==> src/rtl/tf_pkg.sv <==
// Shared definitions for the twiddle-factor controller: state encoding and default sizing.
package tf_pkg;

    localparam int D_WIDTH_DEF  = 32;
    localparam int IT_DEPTH_DEF = 3;
    localparam int MUL_LAT_DEF  = 3;

    typedef enum logic [2:0] {
        IDLE,
        LD_CONST,
        LD_BASE,
        READY,
        RD,
        WR
    } tf_state_e;

endpackage

==> src/rtl/tf_ctrl_if.sv <==
// Bundle of source handshake, update request and twiddle-generator control signals.
interface tf_ctrl_if
    import tf_pkg::*;
#(
    parameter int D_WIDTH = D_WIDTH_DEF
);

    logic               start;
    logic               src_valid;
    logic               upd_req;
    logic [D_WIDTH-1:0] upd_depth;

    logic               src_req;
    logic               src_kind;
    logic               TF_init_const;
    logic               TF_init_base;
    logic               TF_ren;
    logic               TF_wen;
    logic [D_WIDTH-1:0] it_depth_cnt;
    logic               ready;
    logic               upd_ack;
    logic               upd_err;

    modport master (
        output start, src_valid, upd_req, upd_depth,
        input  src_req, src_kind, TF_init_const, TF_init_base, TF_ren, TF_wen,
        input  it_depth_cnt, ready, upd_ack, upd_err
    );

    modport slave (
        input  start, src_valid, upd_req, upd_depth,
        output src_req, src_kind, TF_init_const, TF_init_base, TF_ren, TF_wen,
        output it_depth_cnt, ready, upd_ack, upd_err
    );

endinterface

==> src/rtl/tf_ctrl.sv <==
// Twiddle generator sequencer: loads constants and per-depth bases, then services
// single-multiply base updates with a fixed multiplier latency.
module tf_ctrl
    import tf_pkg::*;
#(
    parameter int D_WIDTH  = D_WIDTH_DEF,
    parameter int IT_DEPTH = IT_DEPTH_DEF,
    parameter int MUL_LAT  = MUL_LAT_DEF
) (
    input  logic       clk,
    input  logic       rst,
    tf_ctrl_if.slave   bus
);

    localparam int                 LAT_W      = $clog2(MUL_LAT + 1);
    localparam logic [D_WIDTH-1:0] DEPTH_LAST = D_WIDTH'(IT_DEPTH - 1);
    localparam logic [D_WIDTH-1:0] DEPTH_NUM  = D_WIDTH'(IT_DEPTH);
    localparam logic [LAT_W-1:0]   LAT_LOAD   = LAT_W'(MUL_LAT);

    tf_state_e          state, state_nxt;
    logic [D_WIDTH-1:0] depth_cnt, depth_nxt;
    logic [LAT_W-1:0]   lat_cnt, lat_nxt;
    logic               err_q, err_nxt;

    always_ff @(posedge clk or posedge rst) begin
        if (rst) begin
            state     <= IDLE;
            depth_cnt <= '0;
            lat_cnt   <= '0;
            err_q     <= 1'b0;
        end else begin
            state     <= state_nxt;
            depth_cnt <= depth_nxt;
            lat_cnt   <= lat_nxt;
            err_q     <= err_nxt;
        end
    end

    always_comb begin
        state_nxt = state;
        depth_nxt = depth_cnt;
        lat_nxt   = lat_cnt;
        err_nxt   = 1'b0;
        case (state)
            IDLE: begin
                if (bus.start) begin
                    state_nxt = LD_CONST;
                    depth_nxt = '0;
                end
            end
            LD_CONST: begin
                if (bus.src_valid) begin
                    state_nxt = LD_BASE;
                    depth_nxt = '0;
                end
            end
            LD_BASE: begin
                if (bus.src_valid) begin
                    if (depth_cnt == DEPTH_LAST) begin
                        state_nxt = READY;
                        depth_nxt = '0;
                    end else begin
                        depth_nxt = depth_cnt + D_WIDTH'(1);
                    end
                end
            end
            READY: begin
                // A reload request takes priority over a coincident update.
                if (bus.start) begin
                    state_nxt = LD_CONST;
                    depth_nxt = '0;
                end else if (bus.upd_req) begin
                    if (bus.upd_depth < DEPTH_NUM) begin
                        state_nxt = RD;
                        depth_nxt = bus.upd_depth;
                        lat_nxt   = LAT_LOAD;
                    end else begin
                        err_nxt = 1'b1;
                    end
                end
            end
            RD: begin
                lat_nxt = lat_cnt - LAT_W'(1);
                if (lat_cnt == LAT_W'(1)) state_nxt = WR;
            end
            WR: begin
                state_nxt = READY;
                lat_nxt   = '0;
            end
            default: begin
                state_nxt = IDLE;
                depth_nxt = '0;
                lat_nxt   = '0;
            end
        endcase
    end

    // Strobes decode from registered state; load strobes additionally qualify on src_valid.
    assign bus.src_req       = (state == LD_CONST) || (state == LD_BASE);
    assign bus.src_kind      = (state == LD_BASE);
    assign bus.TF_init_const = (state == LD_CONST) && bus.src_valid;
    assign bus.TF_init_base  = (state == LD_BASE) && bus.src_valid;
    assign bus.TF_ren        = (state == RD);
    assign bus.TF_wen        = (state == WR);
    assign bus.it_depth_cnt  = depth_cnt;
    assign bus.ready         = (state == READY);
    assign bus.upd_ack       = (state == WR);
    assign bus.upd_err       = err_q;

endmodule

==> src/flat_wrapper.sv <==
// flat-port wrapper written by rule: the top's interface ports become plain ports
module tf_ctrl_flat import tf_pkg::*;
#(
    parameter int D_WIDTH  = D_WIDTH_DEF,
    parameter int IT_DEPTH = IT_DEPTH_DEF,
    parameter int MUL_LAT  = MUL_LAT_DEF
)
  (clk, rst, bus_start, bus_src_valid, bus_upd_req, bus_upd_depth, bus_src_req, bus_src_kind, bus_TF_init_const, bus_TF_init_base, bus_TF_ren, bus_TF_wen, bus_it_depth_cnt, bus_ready, bus_upd_ack, bus_upd_err);
  tf_ctrl_if #(.D_WIDTH(D_WIDTH)) bus_i ();
  input  logic clk;
  input  logic rst;
  input wire logic [$bits(bus_i.start)-1:0] bus_start;
  input wire logic [$bits(bus_i.src_valid)-1:0] bus_src_valid;
  input wire logic [$bits(bus_i.upd_req)-1:0] bus_upd_req;
  input wire logic [$bits(bus_i.upd_depth)-1:0] bus_upd_depth;
  output wire logic [$bits(bus_i.src_req)-1:0] bus_src_req;
  output wire logic [$bits(bus_i.src_kind)-1:0] bus_src_kind;
  output wire logic [$bits(bus_i.TF_init_const)-1:0] bus_TF_init_const;
  output wire logic [$bits(bus_i.TF_init_base)-1:0] bus_TF_init_base;
  output wire logic [$bits(bus_i.TF_ren)-1:0] bus_TF_ren;
  output wire logic [$bits(bus_i.TF_wen)-1:0] bus_TF_wen;
  output wire logic [$bits(bus_i.it_depth_cnt)-1:0] bus_it_depth_cnt;
  output wire logic [$bits(bus_i.ready)-1:0] bus_ready;
  output wire logic [$bits(bus_i.upd_ack)-1:0] bus_upd_ack;
  output wire logic [$bits(bus_i.upd_err)-1:0] bus_upd_err;
  assign bus_i.start = bus_start;
  assign bus_i.src_valid = bus_src_valid;
  assign bus_i.upd_req = bus_upd_req;
  assign bus_i.upd_depth = bus_upd_depth;
  assign bus_src_req = bus_i.src_req;
  assign bus_src_kind = bus_i.src_kind;
  assign bus_TF_init_const = bus_i.TF_init_const;
  assign bus_TF_init_base = bus_i.TF_init_base;
  assign bus_TF_ren = bus_i.TF_ren;
  assign bus_TF_wen = bus_i.TF_wen;
  assign bus_it_depth_cnt = bus_i.it_depth_cnt;
  assign bus_ready = bus_i.ready;
  assign bus_upd_ack = bus_i.upd_ack;
  assign bus_upd_err = bus_i.upd_err;
  tf_ctrl #(.D_WIDTH(D_WIDTH), .IT_DEPTH(IT_DEPTH), .MUL_LAT(MUL_LAT)) u_core (.clk(clk), .rst(rst), .bus(bus_i));
endmodule
==> config.mk <==
export PLATFORM = sky130hd
export DESIGN_NAME = tf_ctrl_flat
export DESIGN_NICKNAME = d
export VERILOG_FILES = /design/src/rtl/tf_pkg.sv /design/src/rtl/tf_ctrl_if.sv /design/src/rtl/tf_ctrl.sv /design/src/flat_wrapper.sv
export SDC_FILE = /design/constraint.sdc
export NUM_CORES = 1
export LEC_CHECK = 0
export CORE_ASPECT_RATIO = 0.5
export CORE_MARGIN = 8
export CORE_UTILIZATION = 51
export DETAILED_ROUTE_END_ITERATION = 16
export GPL_TIMING_DRIVEN = 1
export PLACE_DENSITY = 0.85
export SKIP_LAST_GASP = 1
export SLEW_MARGIN = 20
export SYNTH_ARGS = -nofsm -noshare
export SYNTH_HDL_FRONTEND = slang
export SYNTH_SLANG_ARGS = --single-unit
==> constraint.sdc <==
create_clock -name clk -period 3.1 [get_ports clk]
set_input_delay 0.465 -clock clk [delete_from_list [all_inputs] [get_ports clk]]
set_output_delay 0.465 -clock clk [all_outputs]
set_load 0.1 [all_outputs]
==> results.md, run 1 <==
* Post-synthesis simple-gate area fraction at 0.298
* Primary FF master, synth: dfrtp_1
* CP Launch Type: register
* CP Data Arrival Time at 2.79 ns
* Vias at slightly below 3000
* Critical Path Slowest Stage Cell: nor4_1
* Setup crit end kind: register
* HPWL after DPL at between 6 and 7 mm
* Synth Area in Adders at 0.0145
* # hold bufs at CTS at 0
* Global Route Usage Sum at 0.221
* DRT Wirelength at about 8.4 mm
* Required @ worst endpoint at 3.28 ns
* Post-route DRC at 0
* Hold crit path type: reg -> reg
* Ys Warns at 0
* Bufs on Longest Clock Path at 2
* Reg clk slew, reported paths at approximately 0.08 ns
* Slack of the critical path at 0.493 ns
* Seq/Total Area, Yosys at 0.368
* Count of final max-slew check failures at 0
* Crit path max fanout at 21
* PD cells at roughly 990 nW/um2
* VDD IR max at approximately 0.0013 V
* CTS H-tree depth at 2
* Postcts setup bufs at 0
* Syn_area_per_cell at between 8 and 9 um2
* DR vias/cell at ~6.3
* Synth top area cells: dfrtp_1, a21oi_1, o21ai_0
* IO Count at between 70 and 80
* Mux cell area share after synthesis at 0.00387
* Pin count of the biggest net entering global routing at 39
* ANT nets after route at 0
* Full die area at between 7000 and 8000 um2
* Vias in the first global route at between 2000 and 3000
* # Max-Cap Violations at 0
* Final clock skew at roughly 0.012 ns
* Core area at approximately 4900 um2
* Total iterations of the first detailed-routing run at 5
* Initial antenna violation count at 0
* CP top delay family: simple AND/OR/NAND/NOR gates
* Area leader, netlist: dfrtp_1
* Highest-count cells in the layout ignoring fill and taps: buf_4, dfrtp_1, clkdlybuf4s50_1
* RSZ-0062 raised after global routing: false
* Diode count at 0
* Layout cells sized above 1 at 0.171
* Final period util at 0.841
* Compound-Gate Fraction of Synth Area at 0.250
* Yosys top cell area share at 0.368
* CP peak stage delay at between 0.5 and 0.6 ns
* GRT overflow at 0
* Minimum clock period at between 2 and 3 ns
* Cell count after synthesis at 319
* # fillers at 409
* TritonCTS clock tree: done
* CTS Buf Count at 5
* Worst skew pair latency at roughly 0.3 ns
* Final Hold Viols at 0
* Post-place setup slack at 0.482 ns
* Syn nets at between 300 and 400
* WP buf/inv at 1
* Largest family of logic cells by synthesized area: simple AND/OR/NAND/NOR gates
* Final Wtd Congestion at about 0.9
* Cell variety after synth at 54
* Final setup fails at 0
* Commonest non-fill, non-tap cell in the layout: buf_4
* Site Rows at 18
* Setup TNS at 0 ns
* First-pass GRT wire length at around 14 mm
* Max Freq at 384 MHz
* Syn-to-layout area delta at 31.3%
* 1st-iter DRT viols at about 300
* DR WL/cell at around 18 um
* Post-Syn Area at between 2000 and 3000 um2
* DIE HEIGHT at between 60 and 70 um
* # port buffers at 77
* # resized after CTS at 0
* Clock sink count at 38
* Outcome: complete, no violations
* Critical path type: reg -> reg
* Die width at 117 um
* Slew @ Worst Pin at just under 1 ns
* Rel. slew slack at 0.343
* Initial core utilization at 0.527
* Pleak at roughly 1.4 nW
* Final Net Count at roughly 430
* #FFs+latches synth at 38
* Clock root cell: clkbuf_8
* Post-Synth XOR/XNOR Area at 0.0102
* Number of flops mapped to enable cells by yosys at 0
* Async set-or-reset flop fraction in the synthesized netlist at 1.00
* Critical path, cell by cell: nor4_1 -> nand4_1 -> o21ai_1 -> buf_4 -> nor2_1 -> a21o_1 -> a22o_1
path summary, 6_finish.rpt:
kind | start | endpoint | slack (ns) | cells past startpoint
setup reg to reg | u_core.bus.it_depth_cnt[12] | u_core.bus.it_depth_cnt[4] | 0.49 | 7
max in group asynchronous | rst | u_core.bus.it_depth_cnt[5] | 2.17 | 3
min in group asynchronous | rst | u_core.bus.it_depth_cnt[1] | 0.58 | 3
hold / removal | u_core.lat_cnt[0] | u_core.lat_cnt[0] | 0.52 | 1
setup / recovery | u_core.bus.it_depth_cnt[12] | u_core.bus.it_depth_cnt[4] | 0.49 | 7
hold reg to reg | u_core.lat_cnt[0] | u_core.lat_cnt[0] | 0.52 | 1
state kept, by name, summed over array words and instances (netlist names):
| register | flops |
|---|---|
| u_core.bus.it_depth_cnt | 32 |
| u_core.state | 3 |
| u_core.lat_cnt | 2 |
| u_core.bus.upd_err | 1 |
layout make-up:
cell class,instances,area (um2),area share
repair buffers,83,713,0.210
well taps,70,87.6,0.0258
inverters,15,56.3,0.0166
clock buffers,6,72.6,0.0214
multi-input cells,248,1500,0.442
flip-flops and latches,38,951,0.280
clock inverters,2,13.8,0.00405
cells by family (layout without fill, tap and decap cells):
logic type | after synthesis | after routing
DFF | 38 | 38
adders and majority gates | 3 | 3
AOI/OAI and AO/OA | 107 | 107
xor gates and xnor gates | 3 | 3
muxes | 1 | 1
and+or+nand+nor | 134 | 134
buffers and inverters | 33 | 106
Yosys cell counts (2+ instances only):
master,count
a21oi_1,30
a22o_1,2
a22oi_1,2
a31oi_1,4
a41oi_1,2
and2_1,6
and3_1,4
and4_1,3
buf_2,9
buf_4,3
clkbuf_1,6
dfrtp_1,38
ha_1,3
inv_1,15
nand2_1,31
nand2b_1,4
nand3_1,10
nand4_1,8
nand4_2,2
nor2_1,20
nor2b_1,4
nor3_1,12
nor3b_1,2
nor3b_2,2
nor4_1,17
nor4_2,2
o211ai_1,2
o21ai_0,25
o21ai_1,12
o221ai_1,2
o22ai_1,8
o31ai_1,4
o41ai_1,3
xor2_1,2
where the power goes:
part | total [mW] | leakage (nW) | switching [mW] | internal [mW]
Clock | 0.350 | 0.0452 | 0.191 | 0.159
Combinational | 2.16 | 0.879 | 1.61 | 0.544
Sequential | 0.843 | 0.519 | 0.236 | 0.608
layer usage:
metal / GRT usage / vias to the layer above / wire (um)
met2: 0.350 / 174 / 3990
met3: 0.0492 / 11 / 826
met5: 0 / - / 0
met4: 0.0632 / 0 / 83
li1: - / 1347 / -
met1: 0.296 / 1356 / 3550
stage by stage:
stage	power, mW	hold WS, ns	area (um2)	utilization	cells
floorplan	2.46	0.474	2600	-	319
global placement	2.94	0.495	3310	0.674	454
detailed placement	2.97	0.509	3310	0.674	454
CTS	3.33	0.519	3400	0.692	462
global route	3.51	0.549	3400	0.692	462
finish	3.35	0.523	3400	0.692	462
(Power assumes the default switching activity.)
==> run 2, diff against run 1 <==
--- a/config.mk
+++ b/config.mk
@@ -7,10 +7,10 @@
 export LEC_CHECK = 0
 export CORE_ASPECT_RATIO = 0.5
 export CORE_MARGIN = 8
-export CORE_UTILIZATION = 51
+export CORE_UTILIZATION = 43
 export DETAILED_ROUTE_END_ITERATION = 16
 export GPL_TIMING_DRIVEN = 1
-export PLACE_DENSITY = 0.85
+export PLACE_DENSITY = 0.76
 export SKIP_LAST_GASP = 1
 export SLEW_MARGIN = 20
 export SYNTH_ARGS = -nofsm -noshare
==> constraint.sdc (replaced) <==
create_clock -name clk -period 2.3 [get_ports clk]
set_input_delay 0.345 -clock clk [delete_from_list [all_inputs] [get_ports clk]]
set_output_delay 0.345 -clock clk [all_outputs]
set_load 0.1 [all_outputs]
==> run 2 against run 1 <==
  * Combinational power rose by 66%
  * Flip-flop and latch count did not move
  * Setup slack got worse by 0.36 ns
  * Count of clock-buffer cells in the layout did not move
  * Power rose by 60%
  * Die area rose by 15%
  * Final area rose by 20%
  * Largest cell class unchanged
==> results.md, run 2 (synthesized netlist as in run 1, its figures left out) <==
* Full die area at 8910 um2
* PD cells at 1310 nW/um2
* Highest-count cells in the layout ignoring fill and taps: buf_4, clkdlybuf4s50_1, nand2_1
* # fillers at between 400 and 500
* Post-place setup slack at -0.193 ns
* CTS H-tree depth at 2
* Max Freq at 462 MHz
* Final period util at 0.942
* Slew @ Worst Pin at 0.594 ns
* HPWL after DPL at 7.01 mm
* Area of the multi-input gates at 1580 um2
* Core area at between 5000 and 6000 um2
* Reg area at between 900 and 1000 um2
* DR WL/cell at 18.1 um
* Setup crit end kind: register
* Final clock skew at approximately 0.0058 ns
* Reg clk slew, reported paths at 0.06 ns
* Reg2reg setup slack at around 0.14 ns
* Hold crit path type: in -> async
* Rel. slew slack at 0.603
* Critical path type: in -> reg
* Max FFs per register at 32
* ANT nets after route at 0
* 1st-iter DRT viols at between 300 and 400
* RR Endpoint: u_core.bus.it_depth_cnt[2]
* DR vias/cell at between 5 and 6
* VDD IR max at between 0.001 and 0.0015 V
* CP Launch Type: primary input
* Slack of the critical path at 0.134 ns
* Initial antenna violation count at 0
* Worst skew pair latency at about 0.28 ns
* # Max-Cap Violations at 0
* Final setup fails at 0
* Commonest non-fill, non-tap cell in the layout: buf_4
* TritonCTS clock tree: done
* Vias in the first global route at 2860
* Outcome: complete, no violations
* IO Count at around 80
* Final Wtd Congestion at between 0.8 and 0.9
* Global Route Usage Sum at 0.203
* Clock root cell: clkbuf_16
* Layout cells sized above 1 at 0.324
* Vias at about 3100
* CTS Buf Count at 5
* Count of final max-slew check failures at 0
* R2R depth at 8
* Crit path max fanout at 8
* # hold bufs at CTS at 0
* Bufs on Longest Clock Path at 2
* Final Net Count at ~480
* Post-route DRC at 0
* GRT overflow at 0
* Minimum clock period at between 2 and 2.5 ns
* # port buffers at 77
* First-pass GRT wire length at around 15 mm
* Required @ worst endpoint at between 2 and 2.5 ns
* Die width at ~130 um
* Site Rows at 20
* Total power at 5.37 mW
* RR Startpoint: u_core.bus.it_depth_cnt[0]
* DIE HEIGHT at just over 70 um
* Pin count of the biggest net entering global routing at 39
* Syn-to-layout area delta at 57.8%
* Pleak at between 1.5 and 2 nW
* Initial core utilization at 0.436
* Diode count at 0
* Final Hold Viols at 0
* Total iterations of the first detailed-routing run at 5
* Clock sink count at 38
* CP Data Arrival Time at 2.34 ns
* DRT Wirelength at between 9 and 10 mm
==> run 2: cell count changes in the layout (fill, tap and decap cells not counted), moves of 10 or more <==
cell	change
dfrtp_1	-10
buf_12	+10
dfrtp_2	+10
o21ai_0	-12
buf_4	+43
o21ai_1	+10
==> run 2: worst max-delay path, cell delays in order <==
cell             delay, ns
clkdlybuf4s50_1       0.47
nor4_2                0.33
nand4_1               0.26
o21ai_2               0.28
nand2_1               0.14
buf_4                 0.20
o21ai_1               0.12
a21bo_1               0.20
==> run 2: stage by stage <==
stage | hold slack, ns | util | TNS [ns] | area (um2) | std cells
detailed placement | 0.503 | 0.656 | -3.54 | 3890 | 514
global placement | 0.493 | 0.656 | -2.15 | 3890 | 514
global route | 0.543 | 0.688 | -0.0234 | 4080 | 522
finish | 0.483 | 0.688 | 0 | 4080 | 522
CTS | 0.502 | 0.682 | 0 | 4040 | 522
floorplan | 0.475 | - | -5.14 | 2670 | 319
==> run 2: routing by layer <==
layer,GRT usage,vias to the layer above,routed length [um],part of all wire
li1,-,1448,-,-
met1,0.270,1506,4120,0.44
met2,0.326,152,4440,0.47
met4,0.0468,0,105,0.011
met3,0.0480,14,761,0.081
met5,0,-,0,0
==> run 2: layout make-up <==
class / count / share of cell area
well taps: 77 / 0.0236
clock inverters: 2 / 0.00306
clock buffers: 6 / 0.0340
repair buffers: 136 / 0.303
multi-input cells: 248 / 0.387
flip-flops and latches: 38 / 0.236
inverters: 15 / 0.0138
==> run 2: worst max-delay path by stage <==
stage                                     from                     endpoint
floorplan                      u_core.state[1]  u_core.bus.it_depth_cnt[29]
global placement              bus_upd_depth[5]  u_core.bus.it_depth_cnt[31]
detailed placement            bus_upd_depth[5]  u_core.bus.it_depth_cnt[31]
CTS                 u_core.bus.it_depth_cnt[1]  u_core.bus.it_depth_cnt[18]
global route                  bus_upd_depth[3]   u_core.bus.it_depth_cnt[0]
finish                        bus_upd_depth[3]  u_core.bus.it_depth_cnt[31]
==> run 2: what timing repair did <==
action,CTS,global route
resized for setup,0,8
setup buffers,0,0
hold endpoints to repair,0,0
setup endpoints to repair,0,27
==> run 2: report_power, final <==
group          internal [mW]  leakage (nW)  total (mW)  switching (mW)
combinational           1.17          1.20        3.58            2.41
clock                  0.429        0.0729       0.709           0.280
sequential             0.833         0.503        1.08           0.242
total                   2.44          1.78        5.37            2.93
